### config.mk
export PLATFORM = sky130hd
export DESIGN_NAME = mix_columns_engine
export DESIGN_NICKNAME = d
export VERILOG_FILES = /design/src/rtl/mix_columns_engine_pkg.sv /design/src/rtl/mix_column_word.sv /design/src/rtl/mix_columns_engine.sv
export SDC_FILE = /design/constraint.sdc
export NUM_CORES = 1
export LEC_CHECK = 0
export ABC_AREA = 1
export BUFFER_PORTS_ARGS = -buffer_cell sky130_fd_sc_hd__buf_2
export CAP_MARGIN = 5
export CORE_ASPECT_RATIO = 1.1
export CORE_MARGIN = 2
export CORE_UTILIZATION = 40
export CTS_BUF_LIST = sky130_fd_sc_hd__clkbuf_4 sky130_fd_sc_hd__clkbuf_8 sky130_fd_sc_hd__clkbuf_16
export DETAILED_ROUTE_END_ITERATION = 7
export PLACE_DENSITY = 0.55
export SLEW_MARGIN = 0
export SYNTH_ARGS = -nofsm -noshare
export SYNTH_HDL_FRONTEND = slang
export SYNTH_SLANG_ARGS = --single-unit
export TNS_END_PERCENT = 20
### constraint.sdc
create_clock -name clock -period 2.6 [get_ports clock]
set_input_delay 0.13 -clock clock [delete_from_list [all_inputs] [get_ports clock]]
set_output_delay 0.13 -clock clock [all_outputs]
set_load 0.05 [all_outputs]
### src/rtl/mix_columns_engine_pkg.sv
// Shared types and GF(2^8) helpers for the iterative MixColumns engine.
//   state_t   : 128-bit AES state, byte k at [127-8k -: 8]
//   column_t  : one column, row 0 in the most significant byte ([3])
//   mc_mode_t : forward / inverse / bypass
//   fsm_t     : engine control states
package mix_columns_engine_pkg;

  typedef logic [127:0]    state_t;
  typedef logic [3:0][7:0] column_t;

  typedef enum logic [1:0] {
    MC_FWD    = 2'b00,
    MC_INV    = 2'b01,
    MC_BYPASS = 2'b10
  } mc_mode_t;

  typedef enum logic [1:0] {
    ST_IDLE,
    ST_LOAD,
    ST_RUN,
    ST_DONE
  } fsm_t;

  // Multiplication by constants in GF(2^8), reduction polynomial 0x11B.
  function automatic logic [7:0] gf_mul2(input logic [7:0] a);
    return {a[6:0], 1'b0} ^ (a[7] ? 8'h1b : 8'h00);
  endfunction

  function automatic logic [7:0] gf_mul3(input logic [7:0] a);
    return gf_mul2(a) ^ a;
  endfunction

  function automatic logic [7:0] gf_mul9(input logic [7:0] a);
    return gf_mul2(gf_mul2(gf_mul2(a))) ^ a;
  endfunction

  function automatic logic [7:0] gf_mul11(input logic [7:0] a);
    return gf_mul2(gf_mul2(gf_mul2(a))) ^ gf_mul2(a) ^ a;
  endfunction

  function automatic logic [7:0] gf_mul13(input logic [7:0] a);
    return gf_mul2(gf_mul2(gf_mul2(a))) ^ gf_mul2(gf_mul2(a)) ^ a;
  endfunction

  function automatic logic [7:0] gf_mul14(input logic [7:0] a);
    return gf_mul2(gf_mul2(gf_mul2(a))) ^ gf_mul2(gf_mul2(a)) ^ gf_mul2(a);
  endfunction

endpackage

### src/rtl/mix_column_word.sv
// Combinational MixColumns on a single column.
//   col    : input column (row 0 in col[3])
//   mode   : MC_FWD / MC_INV; anything else passes the column through
//   result : transformed column, same layout
module mix_column_word
  import mix_columns_engine_pkg::*;
(
  input  column_t  col,
  input  mc_mode_t mode,
  output column_t  result
);

  logic [7:0] b0, b1, b2, b3;

  assign b0 = col[3];
  assign b1 = col[2];
  assign b2 = col[1];
  assign b3 = col[0];

  always_comb begin
    result = col;
    case (mode)
      MC_FWD: begin
        result[3] = gf_mul2(b0) ^ gf_mul3(b1) ^ b2 ^ b3;
        result[2] = b0 ^ gf_mul2(b1) ^ gf_mul3(b2) ^ b3;
        result[1] = b0 ^ b1 ^ gf_mul2(b2) ^ gf_mul3(b3);
        result[0] = gf_mul3(b0) ^ b1 ^ b2 ^ gf_mul2(b3);
      end
      MC_INV: begin
        result[3] = gf_mul14(b0) ^ gf_mul11(b1) ^ gf_mul13(b2) ^ gf_mul9(b3);
        result[2] = gf_mul9(b0) ^ gf_mul14(b1) ^ gf_mul11(b2) ^ gf_mul13(b3);
        result[1] = gf_mul13(b0) ^ gf_mul9(b1) ^ gf_mul14(b2) ^ gf_mul11(b3);
        result[0] = gf_mul11(b0) ^ gf_mul13(b1) ^ gf_mul9(b2) ^ gf_mul14(b3);
      end
      default: result = col;
    endcase
  end

endmodule

### src/rtl/mix_columns_engine.sv
// Iterative MixColumns engine: accepts a state over valid/ready, transforms
// COLS_PER_CYCLE columns per clock in a working register, and holds the
// result on out_valid until out_ready.
//   clock, reset          : rising-edge clock, synchronous active-high reset
//   in_valid/in_ready     : input handshake (in_ready is registered)
//   in_state, in_mode     : state and mode, sampled only at accept
//   out_valid/out_ready   : output handshake, result held while stalled
//   out_state             : transformed state
//   busy                  : high from accept until handoff
module mix_columns_engine
  import mix_columns_engine_pkg::*;
#(
  parameter int COLS_PER_CYCLE = 4,
  parameter bit OUT_REG        = 1'b1
) (
  input  logic       clock,
  input  logic       reset,
  input  logic       in_valid,
  output logic       in_ready,
  input  state_t     in_state,
  input  logic [1:0] in_mode,
  output logic       out_valid,
  input  logic       out_ready,
  output state_t     out_state,
  output logic       busy
);

  localparam int         CPC      = COLS_PER_CYCLE;
  localparam logic [1:0] CNT_STEP = 2'(COLS_PER_CYCLE);

  if (!(CPC == 1 || CPC == 2 || CPC == 4)) begin : g_bad_cpc
    $error("mix_columns_engine: COLS_PER_CYCLE must be 1, 2 or 4");
  end

  fsm_t             fsm;
  mc_mode_t         mode_q;
  logic [1:0]       cnt;
  logic [1:0]       cnt_nxt;
  // Column c lives at wrk[~c] so that column 0 occupies the top 32 bits.
  logic [3:0][31:0] wrk;
  state_t           out_q;

  logic [1:0]       idx     [CPC];
  column_t          col_in  [CPC];
  column_t          col_out [CPC];

  // Wraps to 0 after the last group; with CPC=4 the step itself is 0.
  assign cnt_nxt = cnt + CNT_STEP;

  for (genvar g = 0; g < CPC; g++) begin : g_lane
    assign idx[g]    = cnt + 2'(g);
    assign col_in[g] = wrk[~idx[g]];

    mix_column_word u_word (
      .col    (col_in[g]),
      .mode   (mode_q),
      .result (col_out[g])
    );
  end

  assign out_state = OUT_REG ? out_q : state_t'(wrk);

  always_ff @(posedge clock) begin
    if (reset) begin
      fsm       <= ST_IDLE;
      mode_q    <= MC_FWD;
      cnt       <= '0;
      wrk       <= '0;
      out_q     <= '0;
      in_ready  <= 1'b1;
      out_valid <= 1'b0;
      busy      <= 1'b0;
    end else begin
      case (fsm)
        ST_IDLE: begin
          if (in_valid) begin
            wrk      <= in_state;
            // Reserved 11 folds into bypass.
            mode_q   <= in_mode[1] ? MC_BYPASS : mc_mode_t'(in_mode);
            cnt      <= '0;
            in_ready <= 1'b0;
            busy     <= 1'b1;
            fsm      <= ST_LOAD;
          end
        end
        ST_LOAD: begin
          if (mode_q == MC_BYPASS) begin
            fsm       <= ST_DONE;
            out_valid <= !OUT_REG;
          end else begin
            fsm <= ST_RUN;
          end
        end
        ST_RUN: begin
          for (int g = 0; g < CPC; g++) wrk[~idx[g]] <= col_out[g];
          cnt <= cnt_nxt;
          if (cnt_nxt == 2'd0) begin
            fsm       <= ST_DONE;
            out_valid <= !OUT_REG;
          end
        end
        ST_DONE: begin
          // With an output register, the first DONE cycle copies the result.
          if (OUT_REG && !out_valid) begin
            out_q     <= wrk;
            out_valid <= 1'b1;
          end else if (out_valid && out_ready) begin
            out_valid <= 1'b0;
            busy      <= 1'b0;
            in_ready  <= 1'b1;
            fsm       <= ST_IDLE;
          end
        end
        default: fsm <= ST_IDLE;
      endcase
    end
  end

endmodule

# ---- Word-level counts from Yosys, hierarchy flattened
# Cells that the tools add are included.
# W data, S select, Z words.
dict set report word_totals {
  in_bits 134
  ff_bits 263
  out_inout_bits 131
}
dict set report op_classes {
  n_eq_ne 10
  bitwise_logic 257
  reduce_logical 12
  muxes 72
}
# op count
set op_table {}
lappend op_table {{$xor A8 B8 Y8} 245}
lappend op_table {{$pmux W128 S2} 1}
lappend op_table {{$pmux W32 S2} 4}
lappend op_table {{$mux W5} 48}
lappend op_table {{$mux W128} 1}
lappend op_table {{$xor A8 B5 Y8} 11}
lappend op_table {{$mux W1} 10}
lappend op_table {{$mux W2} 4}
lappend op_table {{$ne A2 B2 Y1 const B} 4}
lappend op_table {{$pmux W2 S4} 1}
lappend op_table {{$eq A2 B2 Y1 const B} 3}
lappend op_table {{$reduce_and A2 Y1} 3}
lappend op_table {{$reduce_and A3 Y1} 2}
lappend op_table {{$eq A2 B1 Y1 const B} 2}
lappend op_table {{$logic_not A2 Y1} 2}
lappend op_table {{$pmux W1 S2} 2}
lappend op_table {{$reduce_and A4 Y1} 1}
lappend op_table {{$reduce_bool A2 Y1} 2}
lappend op_table {{$ne A3 B1 Y1 const B} 1}
lappend op_table {{$pmux W1 S3} 1}
lappend op_table {{$reduce_bool A3 Y1} 1}
lappend op_table {{$logic_and A1 B1 Y1} 1}
lappend op_table {{$not A1 Y1} 1}

# ---- Logic depth before layout (Yosys ltp)
# Gate-level depths: netlist of run 1.
dict set report logic_depth {
  word_depth 13
  mapped_depth 18
  depth_no_buf 17
}

# ---- Cells and area by module
# From an unflattened synthesis of run 1, not the netlist that was laid out.
dict set report hier_totals {
  cells_unflattened 5737
  area_unflattened_um2 33080.5
}
# mod area_per_inst_um2 instances cells_per_inst seq_area_each_um2
set by_module_without_submodules {}
lappend by_module_without_submodules {{mix_column_word at g_lane[0].u_word ...} 5576.6 3 1047 0.0}
lappend by_module_without_submodules {mix_columns_engine 10880.4 1 1585 5265.0}
lappend by_module_without_submodules {{mix_column_word at g_lane[3].u_word} 5470.2 1 1011 0.0}

# ---- Least setup slack after synthesis of run 1
# Ideal clock, no wire load.
dict set report synth_timing {
  kind {reg2reg}
  start {register fsm[0]}
  end {register wrk[67] (netlist name)}
  slack_ns 0.756
  arrival_time_ns 1.777
  required_ns 2.533
  path_stages_with_launch 8
  setup_time_ns 0.067
  n_path_buf 2
  cell_sequence {dfxtp_1 > inv_1 > ha_1 > o211ai_1 > clkbuf_1 > clkbuf_1 > nand2_1 > a21oi_2}
}
dict set report synth_via {
  elab_chain_len 3
}
# element line
set synth_rtl {}
lappend synth_rtl {{start: declaration} mix_columns_engine.sv:35} ;# fsm_t fsm;
lappend synth_rtl {{start signal: assignment} mix_columns_engine.sv:65} ;# fsm <= ST_IDLE;
lappend synth_rtl {{start signal: assignment} mix_columns_engine.sv:83} ;# fsm <= ST_LOAD;
lappend synth_rtl {{start signal: assignment} mix_columns_engine.sv:88} ;# fsm <= ST_DONE;
lappend synth_rtl {{$eq A2 B2 Y1 / $logic_not A2 Y1 (equally long branches)} mix_columns_engine.sv:74} ;# case (fsm)
lappend synth_rtl {{$ne A3 B1 Y1 (no source line) (tied with other cells)} n/a}
lappend synth_rtl {{$reduce_and A3 Y1 (no source line)} n/a}
lappend synth_rtl {{end signal: assignment} mix_columns_engine.sv:77} ;# wrk <= in_state;
lappend synth_rtl {{end: declaration} mix_columns_engine.sv:40} ;# logic [3:0][31:0] wrk;
# Parallel ways exist; a longest one is shown, timed or not.
# A chain may end at the register's enable or synchronous reset.

# ---- Final worst setup path of run 1
dict set report layout_timing {
  start {register wrk[13] (netlist name)}
  end {register wrk[28] (netlist name)}
}
dict set report layout_via {
  elab_chain_len 10
}
# element line
set layout_rtl {}
lappend layout_rtl {{$xor A8 B8 Y8} mix_columns_engine_pkg.sv:26} ;# return {a[6:0], 1'b0} ^ (a[7] ? 8'h1b : 8'h00);
lappend layout_rtl {{$xor A8 B5 Y8} mix_columns_engine_pkg.sv:26}
lappend layout_rtl {{$mux W5} mix_columns_engine_pkg.sv:26}
lappend layout_rtl {{$xor A8 B5 Y8} mix_columns_engine_pkg.sv:26}
lappend layout_rtl {{$xor A8 B8 Y8 (2 in series)} mix_columns_engine_pkg.sv:42} ;# return gf_mul2(gf_mul2(gf_mul2(a))) ^ gf_mul2(gf_mul2(a)) ^ a;
lappend layout_rtl {{$xor A8 B8 Y8 (2 in series)} mix_column_word.sv:30} ;# result[3] = gf_mul14(b0) ^ gf_mul11(b1) ^ gf_mul13(b2) ^ gf_mul9(b3);
lappend layout_rtl {{$pmux W32 S2} mix_column_word.sv:22} ;# case (mode)
lappend layout_rtl {{$pmux W128 S2} mix_columns_engine.sv:74}
# No other way between the ends.

==> results of run 1 <==
==> per-stage QoR <==
step / hold slack, ns / setup slack, ns
after global placement: 0.4194 / 0.1042
after floorplan: 0.2783 / 0.7562
final: 0.01741 / 0.2172
after detailed placement: 0.4237 / 0.09686
after CTS: 0.004156 / 0.08350
after global routing: 0.04597 / 0.04497
==> final timing paths <==
path,endpoint,cells after the start,from
worst max-delay path,wrk[28],14,wrk[13]
worst min register to register,out_state[124],2,wrk[124]
worst min-delay path,wrk[35],5,in_state[35]
worst max register to register,wrk[28],14,wrk[13]
==> worst register-to-register path, cell delays in order (launching register included) <==
cell,delay (ns)
dfxtp_1,0.57
inv_2,0.22
nand2_1,0.14
nand2_2,0.15
nand2_1,0.10
nand2_1,0.18
inv_1,0.15
nand2_1,0.06
nand2_1,0.12
xor2_1,0.24
inv_1,0.07
nand2_1,0.06
nand3_1,0.07
nand2_1,0.09
a21oi_1,0.06
==> state kept, by name, indices dropped and copies added (netlist names) <==
signal,flops
out_valid,1
wrk,128
fsm,2
busy,1
out_state,128
in_ready,1
mode_q,2
==> logic make-up after synthesis <==
group,count (synthesis)
flip-flops,263
AO/OA/AOI/OAI,767
adder cells (fa/ha/maj),4
AND/OR/NAND/NOR,2123
XOR/XNOR,917
buffers and inverters,660
==> cell type report <==
| class | count | share of cell area |
|---|---|---|
| Clock inverter | 14 | 0.005456 |
| Multi-Input combinational cell | 3811 | 0.6130 |
| Clock buffer | 49 | 0.03022 |
| Inverter | 404 | 0.04440 |
| Sequential cell | 263 | 0.1512 |
| Tap cell | 954 | 0.03424 |
| Timing Repair Buffer | 582 | 0.1215 |
==> routing by layer <==
layer / vias up / wire length [um] / track usage / part of all wire
li1: 15530 / - / - / -
met1: 14440 / 53000 / 0.4106 / 0.44
met2: 1237 / 54940 / 0.5192 / 0.45
met3: 288 / 8177 / 0.03476 / 0.067
met4: 0 / 5422 / 0.1356 / 0.045
met5: - / 0 / 0 / 0
==> Yosys cell counts, types with 43 or more instances <==
| library cell | instances |
|---|---|
| nand2_2 | 63 |
| xnor2_1 | 304 |
| nand2_1 | 1514 |
| clkbuf_1 | 111 |
| nor2_1 | 166 |
| inv_1 | 348 |
| xor2_1 | 564 |
| buf_2 | 69 |
| inv_2 | 43 |
| a21oi_1 | 412 |
| nand3_1 | 309 |
| o21ai_0 | 315 |
| dfxtp_1 | 263 |
==> repair_timing <==
action,in CTS,in global routing
hold buffers,119,0
endpoints found under the setup margin,0,8
setup buffers,0,0
resized for setup,0,4
endpoints found under the hold margin,124,0
==> results.ini, run 1 <==
[clocking]
cts_tree = yes
clockBufferDepth = 3
root_buffer = clkbuf_16
cts.clk_slew.worst_paths_ns = 0.07
cts.sinks = 263
h-tree-depth = 2
clkLatencyLatePin_ns = 0.57
numCtsBuffers = 35

[synthesis]
synth_edf_count = 0
synth_fa_ha_area_frac = 0.001697
yosys_warnings = 0
yosys_register_bits = 263
async_reset_ff_frac = 0
synth_top_area_cell = nand2_1
synth-xor-area-share = 0.2886
synth_compound_area_frac = 0.1332
yosysSeqAreaShare = 0.1785
synthCells = 4734
netlist_area_mm2 = 0.02950
syn_nets = 4872
synth_top_area_frac = 0.1927
synth_simple_gate_area_frac = 0.3000
syn_avg_cell_area_um2 = 6.231
synth-main-ff-cell = dfxtp_1
ys_types = 45
synth_top_family_by_area = simple AND/OR/NAND/NOR gates
ys_top_cells_by_area = nand2_1 19%, dfxtp_1 18%, xor2_1 17%, xnor2_1 9.0%, a21oi_1 7.0%
synth.area.mux_share = 0

[detailed_routing]
drc = 1
vias_per_cell = 5.181
dr.pass1.iters = 8
totalWireLength_um = 121500
final_antenna_net_count = 0
drt_iter0_drc = 2624
num_vias = 31490
routedWlPerCell_um = 20.00

[die]
die_y_um = 288.8
die-width_um = 262.9
dieArea_mm2 = 0.07594
io_pins = 265
start_util = 0.4034
num_rows = 104
core_area_mm2 = 0.07313

[worst_setup_path]
timing.critical_path.buf_inv = 3
crit_arrival_ns = 2.84
worstPathCellList = inv_2, nand2_1, nand2_2, nand2_1, nand2_1, inv_1, nand2_1, nand2_1, xor2_1, inv_1, nand2_1, nand3_1, nand2_1, a21oi_1
crit_family = simple AND/OR/NAND/NOR gates
crit_type = reg -> reg
slowest_stage = dfxtp_1
critPathMaxStageDelay_ns = 0.57
start_kind = flop
reg2reg_slack_ns = 0.22
critPathCaptureType = flop
cp_data_required_time_ns = 3.06
crit_fanout = 7
cpMostUsedCell = nand2_1

[global_route]
grt_max_degree = 175
overflow = 0
grt_pass1_vias = 29720
grt_usage = 0.3121
grt_pass1_wl_um = 182900
antenna_found_initial = 0

[status]
failed_checks = DRC
status = finished, violations left

[sta]
relSlewSlack = 0.3372
finalSetupViolCount = 0
max_freq_ghz = 0.4197
final-hold-violation-count = 0
tightest_slew_ns = 0.9943
final.setup.tns_ns = 0
clock_skew_ns = 0.01159
rsz0062_at_grt = no
slew_violations = 0
fin_crit_ns = 2.383
finalCritPeriodShare = 0.9165

[final_layout]
fillers = 7694
final_cell_mix = 1514 x nand2_1, 564 x xor2_1, 412 x a21oi_1, 347 x inv_1, 315 x o21ai_0
register_area_mm2 = 0.005270
antenna_cells = 0
final_util = 0.4767
layout.cells.non_filler = 6077
drive_gt1_frac = 0.1437
multiInputGateArea_mm2 = 0.02137
stdcell_area_mm2 = 0.03486
nNetsFinal = 5235
area_growth_pct = 18.17
layout_commonest_cell = nand2_1

[min_path]
hold_class = in -> reg

[place]
dp_cells = 5895
hpwlAfterDp_um = 91200
io_buffers = 264
placed_area_mm2 = 0.03242
gp_congestion = 0.9965

[job]
max-cap-violations = 0

Power of run 1 is not shown: default switching activity piles up to over one toggle a cycle in this logic, so the estimate is an artifact.
==> run 2, diff against run 1 <==
--- a/config.mk
+++ b/config.mk
@@ -13,7 +13,7 @@
 export CORE_UTILIZATION = 40
 export CTS_BUF_LIST = sky130_fd_sc_hd__clkbuf_4 sky130_fd_sc_hd__clkbuf_8 sky130_fd_sc_hd__clkbuf_16
 export DETAILED_ROUTE_END_ITERATION = 7
-export PLACE_DENSITY = 0.55
+export PLACE_DENSITY = 0.58
 export SLEW_MARGIN = 0
 export SYNTH_ARGS = -nofsm -noshare
 export SYNTH_HDL_FRONTEND = slang
==> constraint.sdc (replaced) <==
create_clock -name clock -period 2.1 [get_ports clock]
set_input_delay 0.105 -clock clock [delete_from_list [all_inputs] [get_ports clock]]
set_output_delay 0.105 -clock clock [all_outputs]
set_load 0.05 [all_outputs]
==> results.ini, run 2 (synthesis results as in run 1) <==
[worst_setup_path]
timing.critical_path.buf_inv = 3  ; unchanged
slowest_stage = dfxtp_1  ; unchanged
crit_family = simple AND/OR/NAND/NOR gates  ; unchanged
start_kind = flop  ; unchanged
worstPathCellList = buf_6, nand2_1, nand2_4, buf_6, xor2_1, nand2_1, a21o_1, nand2_1, inv_1, nand2_1, nand3_1, nand2_1, a21oi_1  ; was inv_2, nand2_1, nand2_2, nand2_1, nand2_1, inv_1, nand2_1, nand2_1, xor2_1, inv_1, nand2_1, nand3_1, nand2_1, a21oi_1
crit_fanout = 7  ; unchanged
rr_startpoint = wrk[7]  ; was wrk[13]
critPathCaptureType = flop  ; unchanged
cpMostUsedCell = nand2_1  ; unchanged
crit_arrival_ns = 2.50  ; was 2.84 ns
reg2reg_slack_ns = 0.07  ; was 0.22 ns
setup.worst_path.start = wrk[7]  ; was wrk[13]
cp_data_required_time_ns = 2.57  ; was 3.06 ns
critPathMaxStageDelay_ns = 0.39  ; was 0.57 ns
crit_type = reg -> reg  ; unchanged

[clocking]
clockBufferDepth = 3  ; unchanged
cts.clk_slew.worst_paths_ns = 0.07  ; about the same
cts.sinks = 263  ; unchanged
h-tree-depth = 2  ; unchanged
cts_tree = yes  ; unchanged
clkLatencyLatePin_ns = 0.59  ; was 0.57 ns
numCtsBuffers = 36  ; was 35
root_buffer = clkbuf_16  ; unchanged

[global_route]
grt_usage = 0.3130  ; was 0.3121
grt_max_degree = 70  ; was 175
grt_pass1_vias = 30220  ; was 29720
grt_pass1_wl_um = 183300  ; was 182900 um
overflow = 0  ; unchanged
antenna_found_initial = 1  ; was 0

[detailed_routing]
routedWlPerCell_um = 19.07  ; was 20.00 um
final_antenna_net_count = 0  ; unchanged
num_vias = 32560  ; was 31490
drc = 0  ; was 1
dr.pass1.iters = 6  ; was 8
vias_per_cell = 5.066  ; was 5.181
drt_iter0_drc = 2574  ; was 2624
totalWireLength_um = 122500  ; was 121500 um

[sta]
max_freq_ghz = 0.4934  ; was 0.4197 GHz
clock_skew_ns = 0.02170  ; was 0.01159 ns
finalCritPeriodShare = 0.9651  ; was 0.9165
rsz0062_at_grt = yes  ; was no
final-hold-violation-count = 1  ; was 0
final.setup.tns_ns = 0  ; unchanged
hold_ws_ns = -0.002180  ; was 0.01741 ns
finalSetupViolCount = 0  ; unchanged
tightest_slew_ns = 1.017  ; was 0.9943 ns
relSlewSlack = 0.3220  ; was 0.3372
slew_violations = 0  ; unchanged
fin_crit_ns = 2.027  ; was 2.383 ns

[min_path]
worstHoldStart = in_state[104]  ; was in_state[35]
hold_class = in -> reg  ; unchanged

[final_layout]
final_cell_mix = 1489 x nand2_1, 540 x xor2_1, 493 x buf_4, 408 x a21oi_1, 339 x inv_1  ; was 1514 x nand2_1, 564 x xor2_1, 412 x a21oi_1, 347 x inv_1, 315 x o21ai_0
fillers = 7393  ; was 7694
nNetsFinal = 5583  ; was 5235
layout_commonest_cell = nand2_1  ; unchanged
area_growth_pct = 30.19  ; was 18.17%
drive_gt1_frac = 0.2177  ; was 0.1437

[job]
max-cap-violations = 0  ; unchanged

[status]
status = finished, violations left  ; unchanged
failed_checks = hold timing  ; was DRC

[die]
die-width_um = 262.9  ; unchanged
start_util = 0.4034  ; unchanged
num_rows = 104  ; unchanged
io_pins = 265  ; unchanged
dieArea_mm2 = 0.07594  ; unchanged
die_y_um = 288.8  ; unchanged
core_area_mm2 = 0.07313  ; unchanged

[place]
io_buffers = 264  ; unchanged
hpwlAfterDp_um = 95510  ; was 91200 um
gp_congestion = 0.9761  ; was 0.9965

-- run 2: cell types whose count changed in the layout (fill, tap and decap cells not counted), moves of 9 or more --
cell / delta
dfxtp_2: +34
xor2_4: +9
buf_12: +22
buf_4: +311
nand2_4: +13
dfxtp_1: -40
xor2_1: -24
nand2_1: -25
xor2_2: +15
nand2_2: +12
-- run 2: worst reg2reg max path, delay by kind of cell (launching register included) --
family	cells	cell delay, ns
XOR/XNOR	1	0.21
AND/OR/NAND/NOR	7	0.66
flip-flops	1	0.39
buffers and inverters	3	0.40
AO/OA/AOI/OAI	2	0.26
-- run 2: per-layer routing --
metal | up-vias | wire length, um | global-route usage
met5 | - | 7 | 0
met4 | 2 | 4403 | 0.1041
met3 | 212 | 8014 | 0.03757
met2 | 1156 | 56100 | 0.5277
met1 | 14980 | 54020 | 0.4161
li1 | 16200 | - | -
-- run 2: area by class of cell --
cell class | count | area, um2 | area share
diodes | 1 | 2.502 | 0.00006516
well taps | 954 | 1194 | 0.03108
multi-input cells | 3811 | 21890 | 0.5699
inverters | 404 | 1558 | 0.04056
flip-flops and latches | 263 | 5335 | 0.1389
clock inverters | 15 | 215.2 | 0.005604
clock buffers | 49 | 1060 | 0.02760
repair buffers | 929 | 7154 | 0.1863
-- run 2: timing repair --
item,in CTS,in global routing
pin swaps,0,9
gates cloned,0,0
buffers inserted,0,12
hold buffers,124,0
hold endpoints to repair,123,0
endpoints found under the setup margin,11,88
resized for setup,9,152
-- run 2: final timing paths --
kind,endpoint,cells past startpoint
hold / removal,wrk[104],5
hold reg to reg,busy,2
setup / recovery,wrk[5],13
setup reg to reg,wrk[5],13
-- run 2: stage by stage --
stage	instances	setup WS [ns]	cell area [um2]	util	hold WS [ns]
final	6426	0.07321	38400	0.5252	-0.002180
after global routing	6425	-0.03877	38400	0.5251	0.03237
after CTS	6413	-0.01583	37700	0.5156	0.0001876
after detailed placement	6225	-0.2116	35160	0.4807	0.4024
after global placement	6225	-0.1829	35160	0.4807	0.3935
after floorplan	4734	0.2562	29500	-	0.2533
Power of run 2 is left out for the same reason.
